[src/rtl/dma_cfg_pkg.sv]
// Shared definitions for the DMA configuration AXI-Lite write master:
// register word indices, FSM states, AXI response and error encodings.
package dma_cfg_pkg;

  localparam logic [1:0] REG_SRC   = 2'd0;
  localparam logic [1:0] REG_DEST  = 2'd1;
  localparam logic [1:0] REG_LEN   = 2'd2;
  localparam logic [1:0] REG_START = 2'd3;

  localparam logic [31:0] START_WORD = 32'h0000_0001;

  typedef enum logic [1:0] {
    ST_IDLE = 2'd0,
    ST_WR   = 2'd1,
    ST_RESP = 2'd2,
    ST_DONE = 2'd3
  } state_e;

  typedef enum logic [1:0] {
    RESP_OKAY   = 2'b00,
    RESP_EXOKAY = 2'b01,
    RESP_SLVERR = 2'b10,
    RESP_DECERR = 2'b11
  } resp_e;

  typedef enum logic [1:0] {
    ERR_NONE    = 2'd0,
    ERR_BRESP   = 2'd1,
    ERR_TIMEOUT = 2'd2
  } err_code_e;

endpackage

[src/rtl/dma_axil_cfg_master.sv]
// AXI-Lite master writing SRC, DEST, LEN, START to the DMA register block per command.
// Optional per-write watchdog enabled by defining DMA_CFG_TIMEOUT_EN.
module dma_axil_cfg_master
  import dma_cfg_pkg::*;
#(
  parameter int                ADDR_W         = 32,
  parameter int                DATA_W         = 32,
  parameter logic [ADDR_W-1:0] BASE_ADDR      = '0,
  parameter int                TIMEOUT_CYCLES = 256
) (
  input  logic              clk,
  input  logic              rst_n,
  input  logic              cmd_valid,
  output logic              cmd_ready,
  input  logic [31:0]       cmd_src,
  input  logic [31:0]       cmd_dest,
  input  logic [31:0]       cmd_len,
  output logic              busy,
  output logic              done,
  output logic              err,
  output logic [1:0]        err_code,
  output logic [ADDR_W-1:0] m_axi_awaddr,
  output logic              m_axi_awvalid,
  input  logic              m_axi_awready,
  output logic [DATA_W-1:0] m_axi_wdata,
  output logic              m_axi_wvalid,
  input  logic              m_axi_wready,
  input  logic              m_axi_bvalid,
  input  logic [1:0]        m_axi_bresp,
  output logic              m_axi_bready
);

  // Handshake rule on every channel: a transfer happens on a rising clk edge
  // where valid and ready are both high; valid and its payload hold until then.

  state_e    state_q, state_d;
  logic [1:0] idx_q, idx_d;
  logic [31:0] src_q, dest_q, len_q;
  logic      aw_done_q, aw_done_d, w_done_q, w_done_d;
  logic      err_q, err_d;
  err_code_e err_code_q, err_code_d;
  logic      load_cmd;
  logic      aw_hs, w_hs;
  logic      wd_expired;
  logic [31:0] wdata_sel;

  assign aw_hs = m_axi_awvalid & m_axi_awready;
  assign w_hs  = m_axi_wvalid & m_axi_wready;

`ifdef DMA_CFG_TIMEOUT_EN
  localparam int WD_W = $clog2(TIMEOUT_CYCLES + 1);
  logic [WD_W-1:0] wd_q;

  assign wd_expired = ((state_q == ST_WR) || (state_q == ST_RESP)) &&
                      (wd_q == WD_W'(TIMEOUT_CYCLES - 1));

  // Restart on every entry into WR so each register write gets its own budget.
  always_ff @(posedge clk) begin
    if (!rst_n) begin
      wd_q <= '0;
    end else if ((state_d == ST_WR) && (state_q != ST_WR)) begin
      wd_q <= '0;
    end else if ((state_q == ST_WR) || (state_q == ST_RESP)) begin
      wd_q <= wd_q + 1'b1;
    end else begin
      wd_q <= '0;
    end
  end
`else
  assign wd_expired = 1'b0;
`endif

  always_comb begin
    state_d    = state_q;
    idx_d      = idx_q;
    aw_done_d  = aw_done_q;
    w_done_d   = w_done_q;
    err_d      = err_q;
    err_code_d = err_code_q;
    load_cmd   = 1'b0;
    unique case (state_q)
      ST_IDLE: begin
        if (cmd_valid) begin
          load_cmd   = 1'b1;
          idx_d      = REG_SRC;
          err_d      = 1'b0;
          err_code_d = ERR_NONE;
          state_d    = (cmd_len == 32'd0) ? ST_DONE : ST_WR;
        end
      end
      ST_WR: begin
        aw_done_d = aw_done_q | aw_hs;
        w_done_d  = w_done_q | w_hs;
        if (aw_done_d && w_done_d) begin
          aw_done_d = 1'b0;
          w_done_d  = 1'b0;
          state_d   = ST_RESP;
        end
      end
      ST_RESP: begin
        if (m_axi_bvalid) begin
          if (resp_e'(m_axi_bresp) == RESP_OKAY) begin
            if (idx_q == REG_START) begin
              state_d = ST_DONE;
            end else begin
              idx_d   = idx_q + 2'd1;
              state_d = ST_WR;
            end
          end else begin
            err_d      = 1'b1;
            err_code_d = ERR_BRESP;
            state_d    = ST_DONE;
          end
        end
      end
      default: state_d = ST_IDLE;
    endcase
    // A write that completes on its last allowed cycle still counts as progress.
    if (wd_expired && (state_d == state_q)) begin
      aw_done_d  = 1'b0;
      w_done_d   = 1'b0;
      err_d      = 1'b1;
      err_code_d = ERR_TIMEOUT;
      state_d    = ST_DONE;
    end
  end

  always_ff @(posedge clk) begin
    if (!rst_n) begin
      state_q    <= ST_IDLE;
      idx_q      <= REG_SRC;
      src_q      <= '0;
      dest_q     <= '0;
      len_q      <= '0;
      aw_done_q  <= 1'b0;
      w_done_q   <= 1'b0;
      err_q      <= 1'b0;
      err_code_q <= ERR_NONE;
    end else begin
      state_q    <= state_d;
      idx_q      <= idx_d;
      aw_done_q  <= aw_done_d;
      w_done_q   <= w_done_d;
      err_q      <= err_d;
      err_code_q <= err_code_d;
      if (load_cmd) begin
        src_q  <= cmd_src;
        dest_q <= cmd_dest;
        len_q  <= cmd_len;
      end
    end
  end

  always_comb begin
    wdata_sel = START_WORD;
    unique case (idx_q)
      REG_SRC:  wdata_sel = src_q;
      REG_DEST: wdata_sel = dest_q;
      REG_LEN:  wdata_sel = len_q;
      default:  wdata_sel = START_WORD;
    endcase
  end

  // Address and data are driven only in WR so the bus reads zero when idle.
  assign m_axi_awaddr  = (state_q == ST_WR) ?
                         (BASE_ADDR + {{(ADDR_W-4){1'b0}}, idx_q, 2'b00}) : '0;
  assign m_axi_wdata   = (state_q == ST_WR) ? DATA_W'(wdata_sel) : '0;
  assign m_axi_awvalid = (state_q == ST_WR) && !aw_done_q;
  assign m_axi_wvalid  = (state_q == ST_WR) && !w_done_q;
  assign m_axi_bready  = (state_q == ST_RESP);

  assign cmd_ready = rst_n && (state_q == ST_IDLE);
  assign busy      = (state_q == ST_WR) || (state_q == ST_RESP);
  assign done      = (state_q == ST_DONE);
  assign err       = err_q;
  assign err_code  = err_code_q;

endmodule

[config.mk]
export PLATFORM = sky130hd
export DESIGN_NAME = dma_axil_cfg_master
export DESIGN_NICKNAME = d
export VERILOG_FILES = /design/src/rtl/dma_cfg_pkg.sv /design/src/rtl/dma_axil_cfg_master.sv
export SDC_FILE = /design/constraint.sdc
export NUM_CORES = 1
export LEC_CHECK = 0
export ABC_AREA = 1
export BUFFER_PORTS_ARGS = -buffer_cell sky130_fd_sc_hd__clkbuf_2
export CORE_MARGIN = 8
export CORE_UTILIZATION = 45
export CTS_CLUSTER_DIAMETER = 80
export DETAILED_ROUTE_END_ITERATION = 10
export HOLD_SLACK_MARGIN = 0.02
export PLACE_DENSITY_LB_ADDON = 0.12
export SYNTH_ARGS = -nofsm -noshare
export SYNTH_HDL_FRONTEND = slang
export SYNTH_SLANG_ARGS = --single-unit
[constraint.sdc]
create_clock -name clk -period 1.4 [get_ports clk]
set_input_delay 0.07 -clock clk [delete_from_list [all_inputs] [get_ports clk]]
set_output_delay 0.07 -clock clk [all_outputs]
set_load 0.02 [all_outputs]
Word-level counts from Yosys, hierarchy flattened
Index checks and enable logic that the tools add are counted.

storage, ports and cells
  logic and storage cells = 67
  register bits after elaboration = 105

operators by class
  add/sub/neg operators = 1
  bitwise operators = 4
  reduce and logical (&&, ||, !) cells = 15
  equal/unequal tests = 12
  mux-type cells = 26

operators with widths
  cell                                                                     count
  32-bit case mux with 3 select lines                                      1
  32-bit zero test                                                         1
  32-bit two-way mux                                                       1
  2-bit two-way mux                                                        12
  2-bit inequality test, second input constant                             5
  2-bit equality test, second input constant                               4
  2-bit case mux with 2 select lines                                       2
  1-bit two-way mux                                                        7
  2-bit zero test                                                          3
  2-bit case mux with 3 select lines                                       1
  5-bit AND reduction                                                      1
  2-bit by 1-bit equality test with 1-bit output, second input constant    2
  1-bit logical AND                                                        4
  4-bit two-way mux                                                        1
  4-bit AND reduction                                                      1
  3-bit AND reduction                                                      1
  2-bit by 1-bit adder with 2-bit output, second input constant            1
  1-bit bitwise AND                                                        2
  1-bit zero test                                                          2
  2-bit by 1-bit inequality test with 1-bit output, second input constant  1
  1-bit OR                                                                 2
  1-bit case mux with 2 select lines                                       1
  2-bit nonzero test                                                       1
  1-bit logical OR                                                         1

Logic depth before layout (Yosys ltp)
Gate-level depths: netlist of the first run.

  depth after elaboration = 7
  gate-level depth with buffers = 9
  mapped depth without buffers = 9

Worst setup path after synthesis of the first run
OpenSTA, ideal clock, no wires.

  path kind = register -> register
  from = reg state_q[0]
  to = reg idx_q[0]
  arrival time = 1.339 ns
  buffers on the path = 0
  stages on the path, launching flop included = 9
  slack = -0.056 ns
  clock period less this slack = 1.456 ns
  required time = 1.283 ns
  setup time = 0.117 ns
  cells stage by stage = dfxtp_1 > inv_1 > ha_1 > nand2_1 > nand2_1 > nor3_2 > inv_1 > a21oi_1 > nor2_1

on the way
  cells in the longest elaborated chain, start to end = 3
  elaborated cells between the ends (all ways) = 9
  classes of those cells = eq/ne: 5; mux: 1; reduce/logical: 3

ends and longest elaborated chain
  what                                                     line                        source
  start, declared                                          dma_axil_cfg_master.sv:36   state_e state_q, state_d;
  start signal, assigned                                   dma_axil_cfg_master.sv:140  state_q <= state_d;
  2-bit equality test (*)                                  n/a
  named net m_axi_bready                                   dma_axil_cfg_master.sv:30   output logic m_axi_bready
  2-bit inequality test (no line) (tied with other cells)  n/a
  5-bit AND reduction (no line)                            n/a
  end signal, assigned                                     dma_axil_cfg_master.sv:141  idx_q <= idx_d;
  end, declared                                            dma_axil_cfg_master.sv:37   logic [1:0] idx_q, idx_d;

Mark *: on every way through the listed nets, which the timed path passes. The rest lies on a longest branch.
A chain may end at the register's enable or synchronous reset.

Final worst setup path of the first run
  from = reg idx_q[1]
  to = out m_axi_wdata[4]

on the way
  cells in the longest elaborated chain, start to end = 3
  elaborated cells between the ends (all ways) = 5
  classes of those cells = eq/ne: 2; mux: 2; reduce/logical: 1

ends and longest elaborated chain
  what                                         line                        source
  2-bit equality test (tied with other cells)  dma_axil_cfg_master.sv:156  unique case (idx_q)
  32-bit case mux with 3 select lines (*)      dma_axil_cfg_master.sv:156
  32-bit two-way mux (*)                       dma_axil_cfg_master.sv:167  assign m_axi_wdata = (state_q == ST_WR) ? DATA_W'(wdata_sel) : '0;
  end, declared                                dma_axil_cfg_master.sv:25   output logic [DATA_W-1:0] m_axi_wdata,

Mark *: on every way between the ends. The rest lies on a longest branch, timed or not.

==> flow_summary.ini, run 1 <==
[floorplan]
die_x_um = 121.3
core.rowCount = 38
initial_core_util_pct = 45.98
io_pins = 177
dieArea_mm2 = 0.01470
dieHeight_um = 121.3
fp.coreArea_mm2 = 0.01084

[place]
gp_congestion = 0.8391
port_buffers = 145
pre_cts_slack_ps = -101.8
hpwl_um = 10790

[power_and_ir_drop]
cellLeakagePower_nw = 4.490
p_total_w = 0.01564
p_per_area_mw_per_mm2 = 1635
vdd_drop_max_mv = 0.8715

[synth]
async_reset_ff_share_pct = 0
yosys_most_used_dff = dfxtp_1
synth_area_mm2 = 0.004985
yosysTopAreaCellShare_pct = 41.37
synth.avg_cell_area_um2 = 6.691
synth_most_common_cell = nor2_1
synth.largest_area_cell = dfxtp_1
ys_seq_area_share_pct = 41.37
syn_inst = 745
ys_types = 28
synth_edf_count = 0
synthTopCellsByArea = dfxtp_1 41%, nor2_1 14%, nand2_1 11%
yosys-top-cells-count = 180 x nor2_1, 143 x nand2_1, 103 x dfxtp_1
synth-seq-cells = 103
yosysWarnings = 0

[global_route]
first_global_vias = 5988
grt_util_all_layers_pct = 25.28
grt_start_max_net_pins = 35
grt_pass1_wl_um = 29750
grt_antenna_before_repair = 2
overflow = 0

[flow_run]
drv_cap = 0

[drt]
wl_um = 24710
topRoutingLayerUsed = met4
drtAntennaViolNets = 0
met2WireLength_um = 12440
routed_via_density = 5.594
dr_total_vias = 6590
drc = 0
initialDrtViolationCount = 498
dr.pass1.iters = 6
m1WireLength_um = 8522
route.detailed.wl_per_inst_um = 20.98
met3WireLength_um = 2070

[outcome]
failed_checks = negative setup slack
status = finished, violations left

[final_layout]
seq_area_mm2 = 0.002074
utilization_pct = 88.23
drive_above_1_share_pct = 49.23
final_nets = 1143
area.growth.synth_to_final_pct = 91.87
multi_input_area_mm2 = 0.003472
fillers = 474

[critical_path]
startpoint_type = register
regToRegSetupSlack_ps = -210
end_kind = output port
critPathArrivalTime_ps = 1800
cp.required_ps = 1330
crit_fanout = 7
crit_type = register to output port

[sta]
hold_viol = 0
max-slew-margin-rel_pct = 59.41
setup_ws_ps = -473.6
setup_viol = 126
period_share_pct = 133.8
max_clock_freq_ghz = 0.5337
rsz0062_at_grt = true
drv_slew = 0
finClkSkew_ps = 13.48
worst-slew-pin-transition_ps = 608.8
post-route-min-period_ps = 1874
fin_setup_tns_ps = -20480

[clock_network]
cts_num_sinks = 103
cts_buffers = 9
cts.path.max_buffers = 2
tritoncts = yes
cts.clk_slew.worst_paths_ps = 110
worstSkewPairLatency_ps = 390
htree_levels = 3
cts_root_buf = clkbuf_8

[worst_hold_path]
holdCritPathClass = input pin to register
-- critical path, stage by stage, from the launching register on --
cell,delay [ps]
dfxtp_4,390
inv_4,110
ha_4,230
buf_4,190
nand2_1,80
nand3_1,150
nand2_2,80
inv_2,80
buf_8,110
-- path summary, 6_finish.rpt --
path | cells after the start | end | startpoint
max | 8 | m_axi_wdata[4] | idx_q[1]
min | 4 | w_done_q | m_axi_awready
max reg2reg | 8 | err_code[0] | state_q[0]
min reg2reg | 2 | src_q[15] | src_q[15]
-- kinds of logic after synthesis --
family | Yosys count | share of synthesized area, %
buf+inv | 139 | 14.38
compound gates | 126 | 12.98
other cells | 1 | 0.07523
fa+ha+maj | 8 | 2.008
simple gates | 368 | 29.19
flops | 103 | 41.37
-- report_power, final --
part | total, W | internal (W) | switching (W)
logic | 0.00920 | 0.00441 | 0.00479
clock network | 0.00191 | 0.000726 | 0.00118
registers | 0.00453 | 0.00375 | 0.000777
total | 0.0156 | 0.00889 | 0.00675
-- layer usage --
metal  up-vias  track usage [%]
met4         0            12.26
met5         -                0
met3       160            4.514
li1       2861                -
met1      3118            27.20
met2       451            46.70
-- stage by stage --
stage	instances	instance area (um^2)	hold slack (ps)
2_1_floorplan	775	5104	217.3
3_3_place_gp	1024	5924	319.2
3_5_place_dp	1024	5924	326.1
4_1_cts	1154	8056	27.00
5_1_grt	1178	9564	123.8
6_report	1178	9564	120.8
-- registers in the layout, indices dropped and copies added (netlist names) --
signal and cells:
dest_q 32, len_q 32, src_q 32, idx_q 2
state_q 2, aw_done_q 1, err_code 1, w_done_q 1
-- layout by cell type (no fill, tap or decap), drive strengths merged, types with 24 or more instances in the layout --
cell and n:
nand2 144, clkbuf 132, dfxtp 103, nor2 183
dlygate4sd3 97, conb 31, nand3 36, a21oi 24
o21ai 99, buf 101, inv 65
-- area by class of cell --
cell class	count	area share (%)
multi-input combinational	533	36.30
timing repair buffer	320	35.32
sequential	103	21.69
inverter	64	2.826
tap	140	1.832
clock buffer	10	1.439
clock inverter	6	0.5364
antenna	2	0.05233
-- timing repair --
action	in CTS	in global routing
hold endpoints to repair	97	0
pin swaps	21	42
cloned	8	18
gates resized for setup	241	363
endpoints found under the setup margin	120	139
buffers inserted	10	5
hold buffers	97	0
Note: power is estimated with default switching activity, not from simulation.
==> run 2: changes to the inputs <==
- RECOVER_POWER: unset -> 100
==> flow_summary.ini, run 2 (synthesized netlist as in run 1, its figures left out) <==
[outcome]
status = finished, violations left
failed_checks = negative setup slack

[critical_path]
crit_type = register to output port
startpoint_type = register
crit_path_max_incr_delay_ps = 390
critPathArrivalTime_ps = 1800
ff2ff_path_depth = 8
cp.depth = 8
cp.required_ps = 1330
end_kind = output port
rr_startpoint = state_q[0]
startpoint = idx_q[1]
cp_slowest_cell = dfxtp_4
r2r_end = err_code[0]
crit_chain = inv_4 > ha_4 > buf_4 > nand2_1 > nand3_1 > nand2_2 > inv_2 > buf_8
cp-endpoint = m_axi_wdata[4]
crit_buf_inv = 4
crit_family = buffers and inverters
regToRegSetupSlack_ps = -210
crit_fanout = 7

[final_layout]
utilization_pct = 88.20
reg_top3 = dest_q (32), len_q (32), src_q (32)
drive_above_1_share_pct = 49.03
fin_cells = 1178
final_nets = 1143
area.growth.synth_to_final_pct = 91.82
layout_common_cells = 105 x nor2_1, 103 x clkbuf_2, 99 x dfxtp_1
final_common_cell = nor2_1

[place]
pre_cts_slack_ps = -101.8
hpwl_um = 10790
port_buffers = 145
gp_congestion = 0.8391
dp.cells = 1024

[power_and_ir_drop]
seqPwrFrac_pct = 29.0
p_total_w = 0.01564
swShare_pct = 43.19
switchingPower_w = 0.006752
p_per_area_mw_per_mm2 = 1635
internal_power_w = 0.008883
pwr-share-comb_pct = 58.8
clkPwrFrac_pct = 12.2
vdd_drop_max_mv = 0.8717
cellLeakagePower_nw = 4.484

[floorplan]
dieArea_mm2 = 0.01470
io_pins = 177
fp.coreArea_mm2 = 0.01084
die_x_um = 121.3
core.rowCount = 38
dieHeight_um = 121.3
initial_core_util_pct = 45.98

[drt]
route.detailed.wl_per_inst_um = 21.01
wl_um = 24750
initialDrtViolationCount = 495
drtAntennaViolNets = 0
dr.pass1.iters = 5
dr_total_vias = 6589
routed_via_density = 5.593
drc = 0

[sta]
max_clock_freq_ghz = 0.5347
post-route-min-period_ps = 1870
finClkSkew_ps = 13.23
period_share_pct = 133.6
setup_viol = 127
rsz0062_at_grt = true
hold_viol = 0
worst-slew-pin-transition_ps = 608.8
drv_slew = 0
max-slew-margin-rel_pct = 59.41
setup_ws_ps = -470.1
hold_ws_ps = 121.9

[worst_hold_path]
holdCritPathClass = input pin to register
hp-start = m_axi_awready

[global_route]
grt_pass1_wl_um = 29750
overflow = 0
grt_start_max_net_pins = 35
grt_antenna_before_repair = 2
first_global_vias = 5988
grt_util_all_layers_pct = 25.28

[clock_network]
cts.clk_slew.worst_paths_ps = 110
tritoncts = yes
cts_buffers = 9
worstSkewPairLatency_ps = 390
cts.path.max_buffers = 2
htree_levels = 3
cts_num_sinks = 103
cts_root_buf = clkbuf_8

[flow_run]
drv_cap = 0
-- run 2: repair_timing --
action                     in CTS  in global routing
hold endpoints to repair       97                  0
resized for setup             241                363
hold buffers                   97                  0
setup endpoints to repair     120                139
buffers inserted               10                  5
pin swaps                      21                 42
gates cloned                    8                 18
-- run 2: area by class of cell --
class / count / area [um^2]
Tap cell: 140 / 175.2
Clock buffer: 10 / 137.6
Inverter: 64 / 270.3
Sequential cell: 103 / 2074
Multi-Input combinational cell: 533 / 3472
Antenna cell: 2 / 5.005
Fill cell: 473 / 1279
Timing Repair Buffer: 320 / 3376
Clock inverter: 6 / 51.30
-- run 2: metrics by stage --
step / TNS (ps) / instance area [um^2]
6_report: -20560 / 9562
5_1_grt: -26630 / 9562
4_1_cts: -13060 / 8056
3_5_place_dp: -4593 / 5924
3_3_place_gp: -1405 / 5924
2_1_floorplan: 0 / 5104
-- run 2: worst register-to-register path, delay by kind of cell (launching register included) --
kind	cells	cell delay, ps
flip-flops	1	380
AO/OA/AOI/OAI	1	300
buffers and inverters	3	340
AND/OR/NAND/NOR	3	300
adder cells (fa/ha/maj)	1	200
-- run 2: worst min-delay path by stage --
| stage | to | slack, ps | depth (start not counted) |
|---|---|---|---|
| final | w_done_q | 120 | 4 |
| after global routing | w_done_q | 120 | 4 |
| after CTS | w_done_q | 30 | 4 |
| after detailed placement | dest_q[8] | 330 | 3 |
| after global placement | src_q[13] | 320 | 3 |
| after floorplan | len_q[9] | 220 | 2 |
-- run 2: per-layer routing --
layer  global-route usage, %  share of wire, %  up-vias
met1                   27.20                35     3133
met4                   12.26               6.6        0
met5                       0                 0        -
li1                        -                 -     2862
met3                   4.514               8.3      148
met2                   46.70                50      446
-- run 2: power groups by stage --
| stage | clock [W] | combinational, W | sequential [W] |
|---|---|---|---|
| global route | 0.00202 | 0.00959 | 0.00461 |
| floorplan | 0 | 0.00293 | 0.00413 |
| finish | 0.00191 | 0.00920 | 0.00453 |
| global placement | 0 | 0.00409 | 0.00418 |
| detailed placement | 0 | 0.00415 | 0.00420 |
| CTS | 0.00185 | 0.00613 | 0.00419 |
